--- config.mk ---
export PLATFORM = sky130hd
export DESIGN_NAME = decoder_scan
export DESIGN_NICKNAME = d
export VERILOG_FILES = /design/src/rtl/decoder_scan.sv
export SDC_FILE = /design/constraint.sdc
export NUM_CORES = 1
export LEC_CHECK = 0
export BUFFER_PORTS_ARGS = -buffer_cell sky130_fd_sc_hd__buf_4
export CORE_MARGIN = 1.5
export CORE_UTILIZATION = 50
export CTS_CLUSTER_DIAMETER = 40
export DETAILED_ROUTE_END_ITERATION = 10
export PLACE_DENSITY = 0.69
export SYNTH_ARGS = -nofsm -noshare
export SYNTH_HDL_FRONTEND = slang
export SYNTH_SLANG_ARGS = --single-unit
--- constraint.sdc ---
create_clock -name clk -period 2.6 [get_ports clk]
set_input_delay 0.78 -clock clk [delete_from_list [all_inputs] [get_ports clk]]
set_output_delay 0.78 -clock clk [all_outputs]
set_load 0.01 [all_outputs]
--- src/rtl/decoder_scan.sv ---
// Registered N-to-2^N one-hot decoder with direct-decode and prescaled auto-scan modes.
// Latency: 1 clk from a/mode/en to bcode/idx; step/wrap are single-cycle pulses on the advance edge.
// Backpressure: none; en=0 blanks bcode and freezes idx and the prescaler in place.
//
// Ports:
//   clk      system clock, rising edge
//   reset_n  synchronous active-low reset
//   en       enable; 0 blanks bcode, freezes idx and prescaler
//   mode     0 = direct decode of a, 1 = scan
//   a        address for direct mode (N bits)
//   mask     (only with DECODER_SCAN_MASK_EN) 2^N bits, bit i=1 skips line i
//   bcode    registered one-hot (or all-zero) output, 2^N bits
//   idx      registered index currently selected
//   step     one-cycle pulse when the scan index advances
//   wrap     one-cycle pulse when the new scan index is <= the old one
//
// Optional build macro: DECODER_SCAN_MASK_EN adds the mask input. Without it the
// design behaves exactly as if mask were tied to all-zeros.

module decoder_scan #(
    parameter int N        = 4,
    parameter int PRESCALE = 50000
) (
    input  logic                clk,
    input  logic                reset_n,
    input  logic                en,
    input  logic                mode,
    input  logic [N-1:0]        a,
`ifdef DECODER_SCAN_MASK_EN
    input  logic [(2**N)-1:0]   mask,
`endif
    output logic [(2**N)-1:0]   bcode,
    output logic [N-1:0]        idx,
    output logic                step,
    output logic                wrap
);

    localparam int LINES = 2**N;
    // Prescaler is at least one bit wide so PRESCALE=1 still has a legal register.
    localparam int PW = (PRESCALE > 1) ? $clog2(PRESCALE) : 1;
    localparam logic [PW-1:0] PRE_TOP = PW'(PRESCALE - 1);

    logic [LINES-1:0] bcode_q, bcode_d;
    logic [N-1:0]     idx_q, idx_d;
    logic             step_q, step_d;
    logic             wrap_q, wrap_d;
    logic [PW-1:0]    pre_q, pre_d;

    // Lines to skip while scanning or to blank in direct mode.
    logic [LINES-1:0] skip;
`ifdef DECODER_SCAN_MASK_EN
    assign skip = mask;
`else
    assign skip = '0;
`endif

    function automatic logic [LINES-1:0] onehot(input logic [N-1:0] v);
        logic [LINES-1:0] r;
        r    = '0;
        r[v] = 1'b1;
        return r;
    endfunction

    // Modular search for the next unskipped line after idx_q. The last
    // candidate (offset LINES truncates to 0) is idx_q itself, so the
    // current line is eligible only after every other line.
    logic [N-1:0] nxt;
    logic [N-1:0] cand;
    logic         nxt_vld;

    always_comb begin
        nxt     = idx_q;
        cand    = '0;
        nxt_vld = 1'b0;
        for (int i = 1; i <= LINES; i++) begin
            cand = idx_q + N'(i);
            if (!nxt_vld && !skip[cand]) begin
                nxt     = cand;
                nxt_vld = 1'b1;
            end
        end
    end

    always_comb begin
        pre_d   = pre_q;
        idx_d   = idx_q;
        bcode_d = '0;
        step_d  = 1'b0;
        wrap_d  = 1'b0;

        if (!en) begin
            // Blank only; idx and prescaler keep their values so a scan
            // resumes exactly where it left off.
            bcode_d = '0;
        end else if (!mode) begin
            pre_d   = '0;
            idx_d   = a;
            bcode_d = skip[a] ? '0 : onehot(a);
        end else if (pre_q == PRE_TOP) begin
            pre_d = '0;
            if (nxt_vld) begin
                idx_d   = nxt;
                bcode_d = onehot(nxt);
                step_d  = 1'b1;
                wrap_d  = (nxt <= idx_q);
            end else begin
                // Every line masked: hold idx, stay dark, no pulses.
                bcode_d = '0;
            end
        end else begin
            pre_d   = pre_q + PW'(1);
            // A line masked mid-dwell goes dark until the next step.
            bcode_d = skip[idx_q] ? '0 : onehot(idx_q);
        end
    end

    always_ff @(posedge clk) begin
        if (!reset_n) begin
            bcode_q <= '0;
            idx_q   <= '0;
            step_q  <= 1'b0;
            wrap_q  <= 1'b0;
            pre_q   <= '0;
        end else begin
            bcode_q <= bcode_d;
            idx_q   <= idx_d;
            step_q  <= step_d;
            wrap_q  <= wrap_d;
            pre_q   <= pre_d;
        end
    end

    assign bcode = bcode_q;
    assign idx   = idx_q;
    assign step  = step_q;
    assign wrap  = wrap_q;

endmodule

==> results of run 1 <==
-- worst min path at each step --
stage,endpoint,cells after the start
after detailed placement,pre_q[15],2
after CTS,pre_q[15],2
final,pre_q[15],2
after global routing,pre_q[15],2
after floorplan,pre_q[15],2
after global placement,pre_q[14],2
-- power by group through the flow --
| stage | registers (mW) | clock network (mW) | logic, mW |
|---|---|---|---|
| finish | 0.600 | 0.413 | 0.114 |
| global placement | 0.614 | 0 | 0.112 |
| floorplan | 0.613 | 0 | 0.0725 |
| global route | 0.601 | 0.453 | 0.125 |
| CTS | 0.600 | 0.426 | 0.112 |
| detailed placement | 0.613 | 0 | 0.111 |
-- sequential cells by signal (all words and copies together) (netlist names) --
signal  count
pre_q      16
step        1
wrap        1
bcode      16
idx         4
-- per-layer routing --
metal	global-route usage [%]	routed length (um)	part of all wire [%]
met2	31.9	2020	43
met5	0	0	0
met1	33.8	2330	49
met3	5.11	309	6.5
met4	8.42	72	1.5
-- per-stage QoR --
step           area, um2  instances  total power, mW
6_report            2340        311             1.13
5_1_grt             2340        311             1.18
4_1_cts             2340        311             1.14
3_5_place_dp        2250        303            0.725
3_3_place_gp        2250        303            0.726
2_1_floorplan       2010        239            0.685
-- cell type report --
class / instances / area share, %
Sequential cell: 38 / 32.4
Tap cell: 48 / 2.56
Inverter: 7 / 1.12
Multi-Input combinational cell: 175 / 48.8
Timing Repair Buffer: 35 / 11.2
Clock buffer: 7 / 3.68
Clock inverter: 1 / 0.213
-- layout by cell type, fill, tap and decap left out, types with 2 or more instances in the layout --
cell / instances
sky130_fd_sc_hd__nor2b_1: 4
sky130_fd_sc_hd__and3_1: 3
sky130_fd_sc_hd__nor3b_1: 2
sky130_fd_sc_hd__or4_1: 5
sky130_fd_sc_hd__mux2i_1: 2
sky130_fd_sc_hd__o21ai_0: 9
sky130_fd_sc_hd__a21oi_1: 15
sky130_fd_sc_hd__and2_1: 6
sky130_fd_sc_hd__nor3_1: 3
sky130_fd_sc_hd__xnor2_1: 8
sky130_fd_sc_hd__a31oi_1: 9
sky130_fd_sc_hd__clkbuf_8: 6
sky130_fd_sc_hd__ha_1: 7
sky130_fd_sc_hd__xor2_1: 7
sky130_fd_sc_hd__nand4_1: 17
sky130_fd_sc_hd__nand2_1: 11
sky130_fd_sc_hd__nor2_1: 19
sky130_fd_sc_hd__or3_1: 3
sky130_fd_sc_hd__nand3_1: 12
sky130_fd_sc_hd__dfxtp_1: 38
sky130_fd_sc_hd__buf_4: 35
sky130_fd_sc_hd__nand4b_1: 2
sky130_fd_sc_hd__nor4_1: 4
sky130_fd_sc_hd__a32oi_1: 8
sky130_fd_sc_hd__inv_1: 7
-- kinds of logic (layout without fill, tap and decap cells) --
kind of cell             after synthesis  count (layout)
AND/OR/NAND/NOR                      100             100
AO/OA/AOI/OAI                         51              51
flip-flops                            38              38
buffers and inverters                 26              50
XOR/XNOR                              15              15
adder cells (fa/ha/maj)                7               7
multiplexers                           2               2
-- worst register-to-register path, cell delays in order, from the launching register on --
cell	delay (ps)
sky130_fd_sc_hd__dfxtp_1	360
sky130_fd_sc_hd__or4b_4	560
sky130_fd_sc_hd__or4_4	670
sky130_fd_sc_hd__or4_1	540
sky130_fd_sc_hd__a31oi_1	170
==> results.md, run 1 <==
Power:
- The total power per unit cell area is 481 mW/mm2.
- In this run, the combinational gates consume 10.1% of the power.
- Internal power comes to 0.847 mW.
- Summed over all nets, the switching power comes to 0.280 mW.
- The share of total power in the clock network is 36.6%.
- The switching share of total power is 24.9%.
- Summed over all cells, the static leakage comes to 0.840 nW.
- The maximum vdd ir drop is 0.000272 V.
- The sequential group share of total power is 53.2%.

Synth:
- The number of flops mapped to enable cells by yosys is 0.
- After synthesis, the netlist uses 46 different library cells.
- The post-synthesis compound-gate area fraction is 16.4%.
- In the synthesized netlist, mux cells make up 0.997% of the area.
- The sequential cell area fraction in the yosys report is 37.9%.
- The fraction of registers with async set/reset is 0%.
- The most used flip-flop cell after synthesis is sky130_fd_sc_hd__dfxtp_1.
- The adder and majority cell fraction of the synthesized area is 4.36%.
- The leading area contributor after synthesis is sky130_fd_sc_hd__dfxtp_1.
- The cell count after synthesis is 239.
- Of the total synthesized cell area, the portion taken by XOR and XNOR cells is 6.54%.
- The number of nets produced by synthesis is 254.
- The most common cell in the synthesized netlist is sky130_fd_sc_hd__dfxtp_1.
- The synthesized flop and latch total is 38.
- After synthesis, the cell types taking the most area are sky130_fd_sc_hd__dfxtp_1 38%, sky130_fd_sc_hd__nand4_1 5.3%, sky130_fd_sc_hd__ha_1 4.4%, sky130_fd_sc_hd__a21oi_1 3.7%, sky130_fd_sc_hd__nor2_1 3.6%.
- Dividing the synthesized area by the synthesized cell count gives 8.40 um2.
- After synthesis, the largest family of logic cells by area is simple AND/OR/NAND/NOR gates.
- The proportion of netlist area held by the largest area contributor is 37.9%.
- After synthesis, the most frequently instantiated cells are 38 x sky130_fd_sc_hd__dfxtp_1, 19 x sky130_fd_sc_hd__nor2_1, 17 x sky130_fd_sc_hd__nand4_1.
- The synthesized area is 0.00201 mm2.
- The synthesis warning total is 0.
- After Yosys synthesis, and, or, nand and nor cells account for 28.6% of the synthesized area.

Finish:
- After filler insertion, the fill cell instance count of the layout stands at 338.
- The sequential standard cell area is 761 um2.
- The area occupied by multi-input gates is 0.00114 mm2.
- The post-route core utilization is 62.2%.
- The fraction of layout instances using a drive strength above 1 is 17.5%.
- Relative to the synthesized area, the layout overhead comes to 16.8%.
- 0 antenna diodes ended up in the layout.
- The final net count is 277.

Routing:
- The DRC marker count from the first detailed-route iteration is 242.
- The routed via count divided by cell count is 5.94.
- The final route contains 1,846 vias.
- After detailed routing, the average wire length per cell comes to 15.2 um.
- In this run the remaining antenna-violating nets after routing total 0.
- The final layout contains routed wiring with a total length of 4740 um.
- For this run, design rule violations remaining after detail routing come to 0.
- The first-pass iteration count of the detailed router is 4.

Setup path:
- The worst setup path is captured at a register.
- The reg-to-reg critical path startpoint is pre_q[5].
- The timing endpoint of the critical path is bcode[12].
- The startpoint of the worst setup timing path is pre_q[5].
- The critical path in this run is classified as reg -> reg.
- Counting both buffers and inverters, the worst setup path holds a total of 0.
- On the critical path, the stage with the largest delay is an instance of sky130_fd_sc_hd__or4_4.
- Along the worst path, the maximum fanout reaches 23.
- The critical path crosses 4 cells after its start point.
- STA puts the critical path data required time at 2800 ps.
- The slack of the worst reg-to-reg path is 210 ps.
- The worst setup path is launched from a register.
- The worst register-to-register path ends at bcode[12].
- The data arrival at the endpoint of the critical path is 2600 ps.
- Counting cells, the worst reg-to-reg path comes to 4.
- On the critical path the largest part of the delay comes from simple AND/OR/NAND/NOR gates.
- The largest single stage delay on the critical path is 670 ps.
- Walking the worst path, the cells encountered are or4b_4 > or4_4 > or4_1 > a31oi_1.

Place:
- The pre-CTS setup slack is 225 ps.
- The wire-length estimate of the detail-placed layout is 3330 um.
- The final weighted congestion in routability-driven placement is 0.932.
- The port buffer count is 29.

Worst hold path:
- The path class of the tightest hold or removal check is reg -> reg.
- The start point of the worst hold path is pre_q[15].

CTS:
- After clock tree synthesis, the repair step resized 0 gates.
- The number of setup buffers added after CTS is 0.
- The clock tree from TritonCTS is yes.
- The number of clock buffers added by TritonCTS is 5.
- The tree is rooted in a sky130_fd_sc_hd__clkbuf_8.
- The number of buffers on the longest clock path is 2.
- The clock transition time at the flip-flop clock pins of the worst setup and hold paths is 70 ps.
- The level count of the clock H-tree is 2.
- The number of hold-repair buffers added at the cts stage is 0.
- The clock drives 38 sinks.
- The later-pin clock latency in the skew report is 290 ps.

GRT:
- The number of global-route vias before repair is 1,594.
- The first global-routing pass estimated 7680 um of wire.
- The maximum number of pins on one net before global-route repair is 24.
- The initial antenna violation count came to 0.
- The aggregate global-route resource usage is 22.8%.
- Global routing finished with a remaining overflow of 0.

Timing:
- Setup violations remaining at the end of the flow were counted as 0.
- The final number of max-transition violations is 0.
- Dividing the final minimum period by the clock period gives 92.0%.
- Setup repair after global routing left no endpoint under its margin.
- The worst slew margin relative to its limit is 47.5%.
- The clock period could shrink to 2390 ps.
- The worst hold margin is 505 ps.
- Adding up every negative setup slack in the final design gives 0 ps.
- On the final layout, the worst clock skew is 3.72 ps.
- The peak clock frequency supported by timing is 0.418 GHz.
- At the pin with the least slew margin, the transition time is 785 ps.
- The worst path meets setup with 209 ps of slack.
- The number of failing hold endpoints at the final stage is 0.

Floorplanning:
- Measured along the x axis, the die boundary spans 66.4 um.
- The die covers 0.00441 mm2.
- The standard-cell row count is 22.
- The region available for standard cell placement spans 0.00377 mm2.
- Measured along the y axis, the die boundary spans 66.4 um.
- 30 I/O pins were placed.
- The initial utilization of the core area, before any placement, comes to 53.3%.

Status:
- The run finished with clean final reports.

Run:
- The max capacitance violation total is 0.
(Power assumes the default switching activity.)
==> inputs of run 2 (changes only) <==
--- a/config.mk
+++ b/config.mk
@@ -6,7 +6,8 @@
 export NUM_CORES = 1
 export LEC_CHECK = 0
 export BUFFER_PORTS_ARGS = -buffer_cell sky130_fd_sc_hd__buf_4
-export CORE_MARGIN = 1.5
+export CORE_ASPECT_RATIO = 1.2
+export CORE_MARGIN = 2
 export CORE_UTILIZATION = 50
 export CTS_CLUSTER_DIAMETER = 40
 export DETAILED_ROUTE_END_ITERATION = 10
==> results.md, run 2 (synthesis gave the netlist of run 1 again) <==
Status:
- The run finished with clean final reports.

Finish:
- The final net count is 276 (-0.36%).
- Leaving out fill and tap cells, the most frequent cell in the layout is sky130_fd_sc_hd__dfxtp_1.
- The final design area excluding fillers was 0.00236 mm2 (+0.80%).
- The fraction of layout instances using a drive strength above 1 was 17.6% (+0.067 points).
- The number of diodes is 0 (unchanged).
- The final non-filler cell total is 316 (+1.6%).
- The post-route core utilization is 60.4% (-1.7 points).
- Leaving out fill and tap cells, the most frequent cells in the layout are 38 x sky130_fd_sc_hd__dfxtp_1, 34 x sky130_fd_sc_hd__buf_4, 19 x sky130_fd_sc_hd__nor2_1.
- The area added between synthesis and finish is 17.7%.

Routing:
- The overall routed net length is 4730 um (-0.11%).
- The via count of the routed design is 1,898 (+2.8%).
- The number of routed nets with antenna violations is 0 (unchanged).
- The wire length per cell is 15.0 um (-1.7%).
- The first-pass iteration count of the detailed router is 4 (unchanged).
- The DRC marker count from the first detailed-route iteration is 95 (-61%).
- The routed via count divided by cell count is 6.01 (+1.2%).
- The remaining design rule violation count is 0 (unchanged).

CTS:
- The number of setup buffers added after CTS came to 0 (unchanged).
- The later-pin clock latency in the skew report is 300 ps (about the same).
- The post-cts repair resize count came to 0 (unchanged).
- The number of buffers on the longest clock path came to 2 (unchanged).
- The number of clock sinks is 38 (unchanged).
- The number of clock buffers inserted by TritonCTS is 5 (unchanged).
- The clock tree from TritonCTS is yes.
- The cell at the root of the clock tree is sky130_fd_sc_hd__clkbuf_8.
- The clock transition time at the flip-flop clock pins of the worst setup and hold paths was 70 ps (about the same).
- The number of hold-repair buffers added at the cts stage came to 0 (unchanged).
- The level count of the clock H-tree is 2 (unchanged).

Floorplanning:
- The core area is 0.00391 mm2 (+3.7%).
- The boundary pin count is 30 (unchanged).
- The initial cell density of the core was 51.4% (-1.9 points).
- The die width is 61.9 um (-6.8%).
- The total die area is 0.00454 mm2 (+3.1%).
- The standard-cell row count is 25 (+14%).
- The die height was 73.4 um (+11%).

GRT:
- The remaining global-route overflow is 0 (unchanged).
- The number of global-route vias before repair is 1,761 (+10%).
- The initial antenna violation count came to 0 (unchanged).
- The maximum number of pins on one net before global-route repair is 24 (unchanged).
- The aggregate global-route resource usage is 23.6% (+0.79 points).
- The wire length of the first global-routing pass was 7910 um (+3.1%).

Worst hold path:
- The tightest min-delay check is of the reg -> reg type.

Timing:
- The worst slew margin relative to its limit is 44.9% (-2.6 points).
- The transition at the pin with the smallest max-transition slack is 824 ps (+38.4 ps).
- The final setup violation count is 0 (unchanged).
- The accumulated negative setup slack came to 0 ps (unchanged).
- The final number of max-transition violations was 0 (unchanged).
- The number of failing hold endpoints at the final stage is 0 (unchanged).
- The worst setup skew after layout came to 4.98 ps (+1.26 ps).
- The peak clock frequency supported by timing came to 0.419 GHz (+0.30%).
- Setup repair after global routing left no endpoint under its margin.
- The final period demand of the worst path is 2380 ps (-7.07 ps).
- The post-route fraction of the period consumed by the critical path is 91.7% (-0.27 points).

Setup path:
- The total buffers and inverters traversed by the critical path is 0 (unchanged).
- For this design, the slowest cell found on the critical path is sky130_fd_sc_hd__or4_4.
- The category of cells accounting for the largest share of critical-path delay is simple AND/OR/NAND/NOR gates.
- The signal on the critical path passes through or4b_4 > or4_4 > or4_1 > a31oi_1.
- STA classifies the critical path startpoint as a register.
- The required time of the critical path was 2820 ps (+20 ps).
- The start-to-end type of the worst setup path is reg -> reg.
- The critical path endpoint category is a register.
- The largest stage delay on the critical path is 670 ps (about the same).
- The maximum fanout along the worst path was 23 (unchanged).
- The data arrival at the endpoint of the critical path came to 2610 ps (about the same).

Power:
- The maximum vdd ir drop is 0.000340 V (+25%).
- The switching component of the power is 0.287 mW (+2.5%).
- The cell leakage power is 0.844 nW (+0.46%).
- The power consumption came to 1.19 mW (+5.4%).
- The combinational power share is 9.4% (-0.7 points).
- The switching share of total power is 24.2% (-0.67 points).
- The total power per unit cell area is 502 mW/mm2 (+4.5%).
- The share of total power in the clock network is 40.0% (+3.4 points).
- The total internal power is 0.900 mW (+6.3%).
- The sequential group share of total power is 50.6% (-2.6 points).

Place:
- The final weighted congestion in routability-driven placement came to 0.959 (+2.9%).
- The port buffer count was 29 (unchanged).
- The area after detailed placement was 0.00225 mm2 (unchanged).
- The number of cells in the design after placement was 308 (+1.7%).
- The placed wire-length estimate after detailed placement is 3430 um (+3.0%).

Run:
- The max capacitance violation total was 0 (unchanged).
## run 2: cell types whose count changed in the layout (fill, tap and decap cells not counted), sizes merged
cell    change
buf         -1
clkbuf      +1
clkinv      -1
## run 2: worst min-delay path, delay by kind of cell (launching register included)
| family | cells | cell delay [ps] |
|---|---|---|
| flops | 1 | 330 |
| compound gates | 2 | 120 |
## run 2: path summary, 6_finish.rpt
| check | slack [ps] | cells past startpoint | end | from |
|---|---|---|---|---|
| max | 220 | 4 | bcode[15] | pre_q[5] |
| min | 490 | 2 | pre_q[15] | pre_q[15] |
| max reg2reg | 220 | 4 | bcode[15] | pre_q[5] |
| min reg2reg | 490 | 2 | pre_q[15] | pre_q[15] |
## run 2: cell type report
cell class / instances / area (um2)
fill: 378 / 1550
multi-input combinational: 175 / 1140
sequential: 38 / 761
timing repair buffer: 34 / 255
clock buffer: 8 / 110
tap: 54 / 67.6
inverter: 7 / 26.3
## run 2: routing by layer
metal | share of wire, % | global-route usage (%) | routed length, um | vias up
met5 | 0 | 0 | 0 | -
met4 | 4.5 | 16.3 | 213 | 0
met2 | 49 | 37.8 | 2300 | 58
met3 | 4.3 | 5.28 | 203 | 18
met1 | 43 | 27.1 | 2020 | 882
li1 | - | - | - | 940
## run 2: power by group through the flow
stage	clock (mW)	combinational, mW	sequential [mW]
after floorplan	0	0.0725	0.613
after global placement	0	0.110	0.613
after detailed placement	0	0.110	0.614
after CTS	0.487	0.111	0.600
after global routing	0.509	0.123	0.601
final	0.475	0.112	0.600
## run 2: per-stage QoR
stage	hold WS (ps)	setup WS (ps)
2_1_floorplan	452	440
3_3_place_gp	475	279
3_5_place_dp	475	230
4_1_cts	486	211
5_1_grt	515	132
6_report	490	216
==> inputs of run 3 (changes only) <==
--- a/config.mk
+++ b/config.mk
@@ -8,10 +8,10 @@
 export BUFFER_PORTS_ARGS = -buffer_cell sky130_fd_sc_hd__buf_4
 export CORE_ASPECT_RATIO = 1.2
 export CORE_MARGIN = 2
-export CORE_UTILIZATION = 50
+export CORE_UTILIZATION = 56
 export CTS_CLUSTER_DIAMETER = 40
 export DETAILED_ROUTE_END_ITERATION = 10
-export PLACE_DENSITY = 0.69
+export PLACE_DENSITY = 0.77
 export SYNTH_ARGS = -nofsm -noshare
 export SYNTH_HDL_FRONTEND = slang
 export SYNTH_SLANG_ARGS = --single-unit
==> results.md, run 3 (synthesis gave the netlist of run 1 again) <==
Timing:
- The worst setup skew after layout came to 4.87 ps (-0.108 ps).
- The transition at the pin with the smallest max-transition slack was 786 ps (-38.1 ps).
- The number of failing hold endpoints at the final stage is 0 (unchanged).
- The final worst setup slack is 209 ps (-7.21 ps).
- The worst slew margin relative to its limit is 47.4% (+2.6 points).
- The accumulated negative setup slack came to 0 ps (unchanged).
- The peak clock frequency supported by timing is 0.418 GHz (-0.30%).
- The final period demand of the worst path is 2390 ps (+7.21 ps).
- Setup repair after global routing left no endpoint under its margin.
- The final setup violation count is 0 (unchanged).
- The final number of max-transition violations was 0 (unchanged).
- The post-route fraction of the period consumed by the critical path is 92.0% (+0.28 points).

Place:
- The number of cells in the design after placement was 291 (-5.5%).
- The area after detailed placement is 0.00223 mm2 (-0.94%).
- The final weighted congestion in routability-driven placement came to 0.853 (-11%).
- The port buffer count is 29 (unchanged).
- The placed wire-length estimate after detailed placement was 3270 um (-4.5%).
- The pre-CTS setup slack is 219 ps (-11.5 ps).

Worst hold path:
- The hold-critical path depth is 2 (unchanged).
- The path class of the tightest hold or removal check is reg -> reg.
- The end point of the worst hold path is pre_q[15].
- In this run the most critical hold path is launched from pre_q[15].

Finish:
- The fraction of layout instances using a drive strength above 1 came to 17.6% (unchanged).
- The area added between synthesis and finish is 18.3%.
- The most common cell after layout, fill and taps aside is sky130_fd_sc_hd__dfxtp_1.
- The sequential standard cell area was 761 um2 (unchanged).
- The final net count is 276 (unchanged).
- In the layout the commonest cells are 38 x sky130_fd_sc_hd__dfxtp_1, 34 x sky130_fd_sc_hd__buf_4, 19 x sky130_fd_sc_hd__nor2_1.
- The number of diodes came to 0 (unchanged).
- The final non-filler cell total is 299 (-5.4%).
- The filler cell count in the final layout is 292 (-23%).
- The area occupied by multi-input gates is 0.00114 mm2 (unchanged).
- The final design area excluding fillers is 0.00237 mm2 (+0.48%).

Routing:
- The routed via count divided by cell count is 6.37 (+6.1%).
- The via count of the routed design was 1,905 (+0.37%).
- The first-pass iteration count of the detailed router was 8 (+4).
- The number of routed nets with antenna violations is 0 (unchanged).
- The remaining design rule violation count came to 3 (+3).
- The overall routed net length is 4700 um (-0.72%).
- The DRC marker count from the first detailed-route iteration is 100 (+5.3%).
- The wire length per cell is 15.7 um (+4.9%).

GRT:
- The initial antenna violation count is 0 (unchanged).
- The remaining global-route overflow is 0 (unchanged).
- The aggregate global-route resource usage is 25.1% (+1.5 points).
- The maximum number of pins on one net before global-route repair is 24 (unchanged).
- The number of global-route vias before repair was 1,768 (+0.40%).
- The wire length of the first global-routing pass came to 7910 um (about the same).

CTS:
- The clock tree from TritonCTS is yes.
- The clock transition time at the flip-flop clock pins of the worst setup and hold paths is 80 ps (about the same).
- The number of buffers on the longest clock path came to 2 (unchanged).
- The number of clock buffers inserted by TritonCTS came to 5 (unchanged).
- The level count of the clock H-tree is 2 (unchanged).
- The number of hold-repair buffers added at the cts stage came to 0 (unchanged).
- The later-pin clock latency in the skew report was 300 ps (about the same).
- The number of clock sinks is 38 (unchanged).
- CTS placed an instance of sky130_fd_sc_hd__clkbuf_8 at the clock tree root.
- The number of setup buffers added after CTS was 0 (unchanged).
- The post-cts repair resize count is 0 (unchanged).

Floorplanning:
- The die width came to 58.7 um (-5.1%).
- The initial cell density of the core came to 59.1% (+7.8 points).
- The die height was 69.6 um (-5.2%).
- The core area is 0.00340 mm2 (-13%).
- The standard-cell row count is 23 (-8.0%).
- The total die area is 0.00408 mm2 (-10%).
- The boundary pin count came to 30 (unchanged).

Status:
- The checks that failed: design-rule violations.
- The run finished, with violations left.

Setup path:
- The maximum fanout along the worst path is 23 (unchanged).
- The reg-to-reg critical path startpoint is pre_q[5].
- The slack of the worst reg-to-reg path is 210 ps (about the same).
- The endpoint of the most critical register-to-register path is bcode[15].
- The critical path in this run is classified as reg -> reg.
- The data arrival at the endpoint of the critical path is 2610 ps (about the same).
- The required time of the critical path is 2820 ps (about the same).
- The worst setup path is captured at a register.
- The worst setup path is launched from a register.
- The depth of the worst register-to-register path is 4 (unchanged).

Power:
- The power consumption came to 1.34 mW (+13%).
- The cell leakage power was 0.858 nW (+1.6%).
- The maximum vdd ir drop is 0.000387 V (+14%).
- The total power per unit cell area is 564 mW/mm2 (+12%).

Run:
- The max capacitance violation total was 0 (unchanged).
==> run 3: cell count changes in the layout (fill, tap and decap cells not counted), sizes merged <==
cell / delta
bufinv: +2
clkbuf: -2
==> run 3: final cells by class <==
type | count | share of cell area (%)
clock buffer | 6 | 3.48
clock inverter | 2 | 2.53
inverter | 7 | 1.11
multi-input combinational | 175 | 48.2
sequential | 38 | 32.0
tap | 37 | 1.95
timing repair buffer | 34 | 10.7
==> run 3: power by group <==
group	internal, mW	switching [mW]
Clock	0.409	0.218
Combinational	0.0425	0.0703
Sequential	0.590	0.0102
==> run 3: stage by stage <==
step / hold WS [ps] / utilization [%]
2_1_floorplan: 452 / -
3_3_place_gp: 477 / 65.7
3_5_place_dp: 484 / 65.7
4_1_cts: 499 / 69.9
5_1_grt: 539 / 69.9
6_report: 499 / 69.9
==> run 3: how the worst max path moves through the flow <==
stage / start / to / slack (ps)
2_1_floorplan: pre_q[5] / pre_q[8] / 440
3_3_place_gp: pre_q[5] / bcode[14] / 280
3_5_place_dp: pre_q[5] / bcode[15] / 220
4_1_cts: pre_q[5] / bcode[15] / 220
5_1_grt: pre_q[5] / bcode[14] / 100
6_report: pre_q[5] / bcode[15] / 210
==> run 3: layer usage <==
metal / GRT usage (%) / vias to the layer above / wire, um / share of wire, %
met1: 28.7 / 868 / 1870 / 40
li1: - / 936 / - / -
met4: 14.1 / 0 / 171 / 3.6
met5: 0 / - / 0 / 0
met3: 6.34 / 18 / 292 / 6.2
met2: 41.4 / 83 / 2360 / 50
==> run 3: worst max-delay path, cell delays in order, from the launching register on <==
cell and delay (ps):
sky130_fd_sc_hd__dfxtp_1 360, sky130_fd_sc_hd__or4b_4 560, sky130_fd_sc_hd__or4_4 670, sky130_fd_sc_hd__or4_1 530, sky130_fd_sc_hd__a31oi_1 180
